### src/rtl/fairy_pipeline_ctrl.sv
// Pipeline sequencing controller: turns writeback exceptions/ERETs into a flush and a
// one-cycle PC redirect, and generates load-use stalls from decode.
module fairy_pipeline_ctrl #(
    parameter logic [31:0] EXC_VECTOR   = 32'hBFC00380,
    parameter int unsigned FLUSH_CYCLES = 2
) (
    input  logic        clk,
    input  logic        reset,
    input  logic        exception_i,
    input  logic        eret_i,
    input  logic [31:0] epc_i,
    input  logic        load_use_i,
    input  logic        mem_busy_i,
    output logic        stall_if_o,
    output logic        stall_id_o,
    output logic        bubble_ex_o,
    output logic        flush_o,
    output logic        pc_redirect_o,
    output logic [31:0] pc_target_o,
    output logic        busy_o
);

    typedef enum logic [1:0] {
        StRun,
        StDrain,
        StFlush,
        StRedirect
    } state_e;

    localparam logic [3:0] CntInit = 4'(FLUSH_CYCLES - 1);

    state_e      state_q, state_d;
    logic [3:0]  cnt_q, cnt_d;
    logic [31:0] target_q, target_d;
    logic        event_w;

    assign event_w = exception_i | eret_i;

    always_comb begin
        state_d       = state_q;
        cnt_d         = cnt_q;
        target_d      = target_q;
        stall_if_o    = 1'b0;
        stall_id_o    = 1'b0;
        bubble_ex_o   = 1'b0;
        flush_o       = 1'b0;
        pc_redirect_o = 1'b0;
        pc_target_o   = target_q;
        busy_o        = (state_q != StRun);

        unique case (state_q)
            StRun: begin
                // Flush is combinational so younger instructions never commit.
                flush_o = event_w;
                if (event_w) begin
                    target_d = exception_i ? EXC_VECTOR : epc_i;
                    if (mem_busy_i) begin
                        state_d = StDrain;
                    end else begin
                        state_d = StFlush;
                        cnt_d   = CntInit;
                    end
                end else if (load_use_i) begin
                    stall_if_o  = 1'b1;
                    stall_id_o  = 1'b1;
                    bubble_ex_o = 1'b1;
                end
            end
            StDrain: begin
                flush_o    = 1'b1;
                stall_if_o = 1'b1;
                stall_id_o = 1'b1;
                if (!mem_busy_i) begin
                    state_d = StFlush;
                    cnt_d   = CntInit;
                end
            end
            StFlush: begin
                flush_o    = 1'b1;
                stall_if_o = 1'b1;
                stall_id_o = 1'b1;
                if (cnt_q == 4'd0) begin
                    state_d = StRedirect;
                end else begin
                    cnt_d = cnt_q - 4'd1;
                end
            end
            StRedirect: begin
                // Flush here kills the wrong-path fetch issued this cycle.
                flush_o       = 1'b1;
                pc_redirect_o = 1'b1;
                state_d       = StRun;
            end
            default: begin
                state_d = StRun;
            end
        endcase
    end

    always_ff @(posedge clk) begin
        if (reset) begin
            state_q  <= StRun;
            cnt_q    <= 4'd0;
            target_q <= 32'd0;
        end else begin
            state_q  <= state_d;
            cnt_q    <= cnt_d;
            target_q <= target_d;
        end
    end

endmodule

### config.mk
export PLATFORM = sky130hd
export DESIGN_NAME = fairy_pipeline_ctrl
export DESIGN_NICKNAME = d
export VERILOG_FILES = /design/src/rtl/fairy_pipeline_ctrl.sv
export SDC_FILE = /design/constraint.sdc
export NUM_CORES = 1
export LEC_CHECK = 0
export ABC_AREA = 1
export BUFFER_PORTS_ARGS = -buffer_cell sky130_fd_sc_hd__buf_2
export CORE_ASPECT_RATIO = 1.2
export CORE_MARGIN = 10
export CORE_UTILIZATION = 40
export DETAILED_ROUTE_END_ITERATION = 16
export PLACE_DENSITY_LB_ADDON = 0.05
export SYNTH_ARGS = -nofsm -noshare
export SYNTH_HDL_FRONTEND = slang
export SYNTH_SLANG_ARGS = --single-unit
### constraint.sdc
create_clock -name clk -period 2.1 [get_ports clk]
set_input_delay 0.63 -clock clk [delete_from_list [all_inputs] [get_ports clk]]
set_output_delay 0.63 -clock clk [all_outputs]
set_load 0.1 [all_outputs]
==> metrics <==
Nets=352; synth cell count leaders=nand2_1 (57), dfxtp_1 (38), a21oi_1 (36); Syn Area/Cell=7.50 um^2; Tot GR Track Use=13.2%; drt initial violations=just under 80; mapped cell area=1710 um^2; DRC=0; IO Port Bufs=75; Flop pwr share=23.2%; non-filler cells, final=364; CP peak stage delay=roughly 0.21 ns; Die Area=7300 um^2; Startpoint Class=input pin; kind of critical path=input pin to output port; post-place setup slack=-0.00505 ns; finished layout cell area=between 2000 and 2500 um^2; grt total ovfl=0; most frequent cell after synthesis=nand2_1; #FFs+latches synth=38; first-pass GRT wire length=7.78 mm; top cell type's share of synthesized area=44.5%; CTS tree=yes; Buf/Inv on CP=3; initial antenna violation count=0; routed wire length=between 4 and 5 mm; Die H=91.6 um; I/O pins=76; final hold slack=0.463 ns; worst hold start=pc_target_o[23]$_SDFFE_PP0P_; launch point of the worst reg-to-reg path=state_q[1]$_SDFFE_PP0P_; Max clock buf depth=2; Final GP Congestion=0.736; Reg2Reg Depth=7; measured slew at the worst slew-check pin=about 0.54 ns; Die X=79.7 um; Clock Skew=0.00878 ns; unrepaired setup endpoints after global routing=yes; Final Hold Fails=0; hold crit path type=register to register; vias in the first global route=1600; post-synthesis sequential area ratio=44.5%; Post-synth EDFFs=0; critical path's top delay family=buffers and inverters; outcome=completed; WL per Instance=between 10 and 15 um; Area contributors post-synth=dfxtp_1 (44%), nand2_1 (13%), a21oi_1 (11%); Post-Syn Instances=228; via count=between 1500 and 2000; starting density of the core=40.8%; Slowest-stage cell, CP=a21oi_4; post-route worst setup slack=0.0249 ns; layout cell share with drive strength beyond 1=a little over a third; worst vdd ir=0.00113 V; FF-to-FF setup slack=~0.53 ns; worst skew pair latency=0.29 ns; Slew HR=64.2%; Psw=2370 uW; Clock power frac=around an eighth; maximum net fanout on the critical path=2; critical path endpoint category=output port; HPWL after DPL=3.61 mm; final setup violation count=0; Worst Path Arrival=1.45 ns; clk slew on worst S/H paths=0.07 ns; final period utilization=98.8%; worst flop-to-flop path endpoint=pc_target_o[24]$_SDFFE_PP0P_; DP Area=between 2000 and 2500 um^2; pwr dens=1790 nW/um^2; most used cell, CP=nand2_2; FFs w/ async S/R, synth=0%; Synthesized Nets=approximately 270; Unique masters post-synth=20; area delta synth->final=37.9%; H-Tree Depth=2; root buffer cell=clkbuf_8; leakage power=0.00116 uW; Final ANT Viol Nets=0; placed cells=352; hold path cells=2; Crit path depth=7; Worst Hold End=pc_target_o[23]$_SDFFE_PP0P_; routed vias/inst=4.66; Power Internal=between 1500 and 2000 uW; YS warnings=0; max_cap viols=0; setup TNS=0 ns; largest net degree at the start of global routing=33; cts bufs inserted=5; ys flop type=dfxtp_1; clock sinks=38; Final min period=2.08 ns; max-slew violation count=0; switching fraction of total power=56.1%; Fmax=around 480 MHz; WP data required=1.47 ns; Row Count=26; Antenna Diode Count=0; Gate power share=64.4%; core area=approximately 4200 um^2; CP cell instances=buf_6, nor2_4, nand2_2, inv_2, nand2_2, a21oi_4, buf_12; largest area contributor in the netlist=dfxtp_1; drt pass-1 iters=4
-- per-stage QoR --
step	utilization, %	total power (uW)
final	56.2	4230
after global routing	56.2	4480
after CTS	55.4	4220
after detailed placement	52.4	3620
after global placement	52.4	3610
after floorplan	-	3190
-- cell families (layout without fill, tap and decap cells) --
| kind of cell | after synthesis | count (layout) | synth area share (%) |
|---|---|---|---|
| AND/OR/NAND/NOR | 97 | 97 | 24.7 |
| AO/OA/AOI/OAI | 51 | 51 | 15.1 |
| flip-flops | 38 | 38 | 44.5 |
| buffers and inverters | 35 | 115 | 10.7 |
| adder cells (fa/ha/maj) | 7 | 7 | 5.12 |
-- worst max-delay path by stage --
stage                                 start    endpoint
global placement                exception_i  stall_id_o
global route        state_q[1]$_SDFFE_PP0P_  stall_if_o
CTS                 state_q[1]$_SDFFE_PP0P_  stall_if_o
detailed placement              exception_i  stall_if_o
finish                               eret_i  stall_if_o
floorplan                       exception_i  stall_if_o
-- metal layers --
| layer | track usage (%) | up-vias | routed length (um) | share of wire, % |
|---|---|---|---|---|
| met2 | 23.2 | 44 | 2570 | 52 |
| met3 | 5.27 | 6 | 383 | 7.7 |
| met4 | 4.49 | 0 | 63 | 1.3 |
| li1 | - | 895 | - | - |
| met5 | 0 | - | 0 | 0 |
| met1 | 13.6 | 752 | 1930 | 39 |
-- registers in the layout (all words and copies together), names as in the netlist --
signal,flops
cnt_q,4
pc_target_o,32
state_q,2
-- cell usage in the layout, fill, tap and decap left out --
| master | instances |
|---|---|
| o21a_1 | 1 |
| nand2_2 | 2 |
| buf_12 | 5 |
| nand3_2 | 1 |
| dfxtp_4 | 1 |
| nor2_2 | 1 |
| dfxtp_1 | 36 |
| nor2_1 | 9 |
| o21ai_1 | 3 |
| buf_4 | 11 |
| a21oi_1 | 35 |
| nor3_1 | 1 |
| nor2_4 | 2 |
| buf_2 | 68 |
| clkinvlp_4 | 1 |
| buf_6 | 2 |
| nand2_1 | 55 |
| dfxtp_2 | 1 |
| clkbuf_8 | 6 |
| inv_2 | 3 |
| ha_1 | 5 |
| ha_4 | 1 |
| inv_1 | 16 |
| o21ai_0 | 11 |
| clkinv_2 | 1 |
| nand3_1 | 26 |
| a21oi_4 | 1 |
| ha_2 | 1 |
| inv_4 | 2 |
-- area by class of cell --
class	count	area, um^2
clock buffer	6	82.6
clock inverter	2	12.5
fill	429	1840
inverter	21	83.8
multi-input combinational	155	798
sequential	38	766
tap	56	70.1
timing repair buffer	86	546
-- worst register-to-register path, delay by kind of cell (launching register included) --
family,cells,cell delay (ns)
AOI/OAI and AO/OA,1,0.07
adders and majority gates,1,0.13
buffers and inverters,3,0.47
DFF,1,0.35
and+or+nand+nor,2,0.44
-- power by group through the flow --
stage	Clock (uW)	Combinational [uW]	Sequential, uW
floorplan	0	1390	1800
global placement	0	2620	988
detailed placement	0	2630	991
CTS	540	2710	973
global route	577	2900	998
finish	526	2720	978
-- repair_timing --
action / 4_1_cts / 5_1_grt
endpoints found under the setup margin: 3 / 2
pin swaps: 1 / 4
hold buffers: 0 / 0
buffers inserted: 2 / 2
cloned: 0 / 0
resized for setup: 8 / 5
Power figures use the tool's default switching activity.
